===== src/rtl/mem_port_arbiter.sv =====
// Two-port arbiter in front of the single main-memory port (I-cache refill on port 0,
// D-cache refill/write-through on port 1) with round-robin or fixed priority and a watchdog.
module mem_port_arbiter #(
  parameter int unsigned ADDR_W     = 10,
  parameter int unsigned DATA_W     = 32,
  parameter int unsigned TIMEOUT    = 255,
  parameter bit          FIXED_PRIO = 1'b0
) (
  input  logic              clk,
  input  logic              rst,
  input  logic              p0_req,
  input  logic              p0_we,
  input  logic [ADDR_W-1:0] p0_addr,
  input  logic [DATA_W-1:0] p0_wdata,
  output logic [DATA_W-1:0] p0_rdata,
  output logic              p0_ready,
  input  logic              p1_req,
  input  logic              p1_we,
  input  logic [ADDR_W-1:0] p1_addr,
  input  logic [DATA_W-1:0] p1_wdata,
  output logic [DATA_W-1:0] p1_rdata,
  output logic              p1_ready,
  output logic              mem_read_en,
  output logic              mem_write_en,
  output logic [ADDR_W-1:0] mem_addr,
  output logic [DATA_W-1:0] mem_wdata,
  input  logic [DATA_W-1:0] mem_rdata,
  input  logic              mem_ready,
  output logic              busy,
  output logic              grant,
  output logic              timeout_err
);

  localparam int unsigned     WD_W   = $clog2(TIMEOUT + 1);
  localparam logic [WD_W-1:0] WD_MAX = WD_W'(TIMEOUT);

  typedef enum logic [1:0] {IDLE, BUSY, RESP} state_t;

  state_t          state;
  logic            last_grant;
  logic [WD_W-1:0] watchdog;
  logic [WD_W-1:0] watchdog_next;
  logic            winner;

  // On a conflict, round-robin favours the port that did not win last time.
  always_comb begin
    winner = 1'b0;
    if (p0_req && p1_req)
      winner = FIXED_PRIO ? 1'b0 : !last_grant;
    else
      winner = !p0_req;
    watchdog_next = watchdog + 1'b1;
  end

  always_ff @(posedge clk or negedge rst) begin
    if (!rst) begin
      state        <= IDLE;
      last_grant   <= 1'b1;
      watchdog     <= '0;
      grant        <= 1'b0;
      busy         <= 1'b0;
      timeout_err  <= 1'b0;
      mem_read_en  <= 1'b0;
      mem_write_en <= 1'b0;
      mem_addr     <= '0;
      mem_wdata    <= '0;
      p0_rdata     <= '0;
      p1_rdata     <= '0;
      p0_ready     <= 1'b0;
      p1_ready     <= 1'b0;
    end else begin
      p0_ready <= 1'b0;
      p1_ready <= 1'b0;
      case (state)
        IDLE: begin
          if (p0_req || p1_req) begin
            grant        <= winner;
            last_grant   <= winner;
            mem_addr     <= winner ? p1_addr  : p0_addr;
            mem_wdata    <= winner ? p1_wdata : p0_wdata;
            mem_read_en  <= winner ? !p1_we   : !p0_we;
            mem_write_en <= winner ? p1_we    : p0_we;
            watchdog     <= '0;
            busy         <= 1'b1;
            state        <= BUSY;
          end
        end
        BUSY: begin
          watchdog <= watchdog_next;
          if (mem_ready || watchdog_next == WD_MAX) begin
            if (mem_ready && mem_read_en) begin
              if (grant) p1_rdata <= mem_rdata;
              else       p0_rdata <= mem_rdata;
            end
            if (!mem_ready) timeout_err <= 1'b1;
            mem_read_en  <= 1'b0;
            mem_write_en <= 1'b0;
            p0_ready     <= !grant;
            p1_ready     <= grant;
            state        <= RESP;
          end
        end
        RESP: begin
          busy  <= 1'b0;
          state <= IDLE;
        end
        default: state <= IDLE;
      endcase
    end
  end

endmodule

===== config.mk =====
export PLATFORM = sky130hd
export DESIGN_NAME = mem_port_arbiter
export DESIGN_NICKNAME = d
export VERILOG_FILES = /design/src/rtl/mem_port_arbiter.sv
export SDC_FILE = /design/constraint.sdc
export NUM_CORES = 1
export LEC_CHECK = 0
export CAP_MARGIN = 20
export CORE_UTILIZATION = 38
export DETAILED_ROUTE_END_ITERATION = 8
export PLACE_DENSITY = 0.77
export SETUP_SLACK_MARGIN = 0.02
export SLEW_MARGIN = 20
export SYNTH_ARGS = -nofsm -noshare
export SYNTH_HDL_FRONTEND = slang
export SYNTH_SLANG_ARGS = --single-unit

===== constraint.sdc =====
create_clock -name clk -period 1.9 [get_ports clk]
set_input_delay 0.285 -clock clk [delete_from_list [all_inputs] [get_ports clk]]
set_output_delay 0.285 -clock clk [all_outputs]
set_load 0.02 [all_outputs]

==> flow_metrics.tcl, run 1 <==
set metrics [dict create \
    seq_area_frac_synth_pct 60.34 \
    initial_core_util_pct 38.85 \
    rsz0062_at_grt "true" \
    syn_area_per_cell_sq_um 12.61 \
    rows 42 \
    drt_iter0_markers 127 \
    syn_area_sq_um 5145 \
    pre_cts_ws_ps -55.95 \
    drv_slew 0 \
    place_hpwl_microns 10040 \
    crit_arrival_ps 2130 \
    grt_overflow_total 0 \
    vias_per_cell 4.780 \
    synth_most_common_cell "dfrtp_1" \
    yosysTopAreaCell "dfrtp_1" \
    status "finished, final reports clean" \
    cp.required_ps 2190 \
    grt_pass1_vias 4269 \
    portBuffers 235 \
    clockBufferDepth 2 \
    relSlewSlack_pct 66.22 \
    fin_worst_skew_ps 9.445 \
    root_buffer "clkbuf_16" \
    insertedDiodeCount 0 \
    cts.clk_slew.worst_paths_ps 60 \
    finalHoldViolCount 0 \
    switchingPower_mw 5.038 \
    comb_power_share_pct 44.6 \
    power_frac_seq_pct 31.9 \
    setup_ws_ps 58.69 \
    fin_total_pwr_mw 14.29 \
    drt_wl_total_microns 13270 \
    drive_gt1_share_pct 15.04 \
    p_sw_share_pct 35.25 \
    crit_fanout 3 \
    synth_edf_count 0 \
    grt_pass1_wl_microns 21980 \
    critPathLaunchType "register" \
    synth.net_count 533 \
    ant_nets 0 \
    clock_latency_ps 410 \
    dp_cells 818 \
    grt_use_total_pct 20.24 \
    syn2layout_area_growth_pct 66.46 \
    cellPowerDensity_nw_per_um2 1669 \
    hold_path_class "in -> async" \
    die_area_sq_um 14010 \
    fin_cells 854 \
    drc 0 \
    maxCapViolations 0 \
    crit_path_top_delay_cell "dfrtp_1" \
    vdd_drop_max_mv 0.6740 \
    core_area_sq_um 13240 \
    io_pins 236 \
    grt_max_degree 65 \
    period_share_pct 96.91 \
    clock_sinks 124 \
    drtPass1Iterations 4 \
    place_congestion 0.8341 \
    ys_types 33 \
    synth_common_cells "dfrtp_1, nand2_1, mux2i_1" \
    synth.top_cell.area_share_pct 59.82 \
    netlist_instances 408 \
    fmax_mhz 543.1 \
    synth_seq_cells 124 \
    worst_slew_pin_slew_ps 506.7 \
    worstPathCellList "ha_4 -> nand3_4 -> or3_4 -> a2111oi_4 -> o21ai_2 -> a31o_1" \
    ys_warn_count 0 \
    fin_nets 790 \
    cts_tree "yes" \
    vias 4082 \
    p_leak_nw 3.784 \
    critical_path_class "reg -> reg" \
    p_int_mw 9.254 \
    routedWlPerCell_microns 15.54 \
    end_kind "register" \
    synth_ff_type "dfrtp_1" \
    setup_viol 0 \
    period_needed_ps 1841 \
    netlist_top_cells_area "dfrtp_1, mux2i_1, mux2_1" \
    antenna_found_initial 0 \
    die-height_microns 118.4 \
    die_w_microns 118.4 \
    htreeDepth 4 \
    filler_cell_count 1044 \
    synthArstFlopShare_pct 100.0 \
    max_stage_delay_ps 390 \
    clkPwrFrac_pct 23.4 \
    cts_buffers 17 \
]
==> state kept, by name, summed over array words and instances, names as in the netlist <==
name	flops
busy	1
grant	1
last_grant	1
mem_addr	10
mem_read_en	1
mem_wdata	32
mem_write_en	1
p0_rdata	32
p0_ready	1
p1_rdata	32
p1_ready	1
state	2
timeout_err	1
watchdog	8
==> cell type report <==
| class | count | area [sq um] | area share [%] |
|---|---|---|---|
| clock buffer | 20 | 466.7 | 5.449 |
| inverter | 5 | 18.77 | 0.2191 |
| sequential | 124 | 3104 | 36.25 |
| multi-input combinational | 256 | 1957 | 22.85 |
| clock inverter | 12 | 158.9 | 1.855 |
| tap | 176 | 220.2 | 2.571 |
| timing repair buffer | 261 | 2639 | 30.81 |
==> kinds of logic (layout without fill, tap and decap cells) <==
family / after synthesis / count (layout) / share of synthesized area, %
flip-flops: 124 / 124 / 60.34
buffers and inverters: 28 / 298 / 2.432
XOR/XNOR: 3 / 3 / 0.5108
multiplexers: 107 / 107 / 22.37
AND/OR/NAND/NOR: 78 / 78 / 6.542
adder cells (fa/ha/maj): 2 / 2 / 0.4863
AO/OA/AOI/OAI: 66 / 66 / 7.320
==> path summary, 6_finish.rpt <==
check	start	to	slack (ps)	cells after the start
max reg2reg	watchdog[0]$_DFFE_PN0P_	mem_read_en$_DFFE_PN0P_	60	6
max	watchdog[0]$_DFFE_PN0P_	mem_read_en$_DFFE_PN0P_	60	6
min in group clk	timeout_err$_DFFE_PN0P_	timeout_err$_DFFE_PN0P_	460	1
min reg2reg	timeout_err$_DFFE_PN0P_	timeout_err$_DFFE_PN0P_	460	1
min	rst	p1_rdata[17]$_DFFE_PN0P_	410	2
max in group asynchronous	rst	last_grant$_DFFE_PN1P_	830	3
==> cell usage in the layout, fill, tap and decap left out, drive strengths merged, types with 2 or more instances in the layout <==
cell	Yosys	final
xor2	2	2
clkdlybuf4s50	0	234
o21ai	55	55
nand2	48	48
mux2	64	64
dfrtp	123	123
a21oi	3	3
nor3	2	2
clkbuf	12	20
bufinv	0	3
nand4	2	2
nor2	15	15
or3	3	3
buf	11	26
ha	2	2
clkinvlp	0	2
o31ai	2	2
nand3	5	5
a31o	3	3
inv	5	8
mux2i	43	43
clkinv	0	4
==> layer usage <==
| metal | track usage [%] | share of wire (%) | vias to the layer above |
|---|---|---|---|
| met5 | 0 | 0 | - |
| met4 | 7.452 | 1.3 | 0 |
| met3 | 8.060 | 10 | 12 |
| met2 | 32.94 | 47 | 197 |
| met1 | 24.10 | 41 | 1938 |
| li1 | - | - | 1935 |
==> power groups by stage <==
stage / clock (mW) / combinational, mW / sequential (mW)
floorplan: 0 / 1.67 / 5.95
global placement: 0 / 6.25 / 4.55
detailed placement: 0 / 6.39 / 4.61
CTS: 3.43 / 6.41 / 4.58
global route: 3.54 / 6.83 / 4.72
finish: 3.35 / 6.38 / 4.57
==> worst max-delay path, delay by kind of cell, from the launching register on <==
family	cells	cell delay (ps)
adder cells (fa/ha/maj)	1	170
flip-flops	1	390
AND/OR/NAND/NOR	2	440
AO/OA/AOI/OAI	3	720
==> stage by stage <==
stage	util, %	instance area [sq um]	hold WS, ps	TNS [ps]
CTS	64.38	8526	400.0	0
detailed placement	59.50	7880	281.7	-1260
global placement	59.50	7880	284.3	-573.3
floorplan	-	5147	-10.59	0
finish	64.67	8564	414.2	0
global route	64.67	8564	460.4	-30.24
==> what timing repair did <==
action                                  CTS  global route
endpoints found under the setup margin    2             4
hold buffers                              1             0
setup buffers                             0             3
gates resized for setup                   1             4
endpoints found under the hold margin    32             0
(Power assumes the default switching activity.)
==> inputs of run 2 (changes only) <==
--- a/config.mk
+++ b/config.mk
@@ -7,6 +7,7 @@
 export LEC_CHECK = 0
 export CAP_MARGIN = 20
 export CORE_UTILIZATION = 38
+export CTS_CLUSTER_DIAMETER = 100
 export DETAILED_ROUTE_END_ITERATION = 8
 export PLACE_DENSITY = 0.77
 export SETUP_SLACK_MARGIN = 0.02
==> results of run 2 <==
No change in the layout: final DEF, timing and power equal those of run 1.
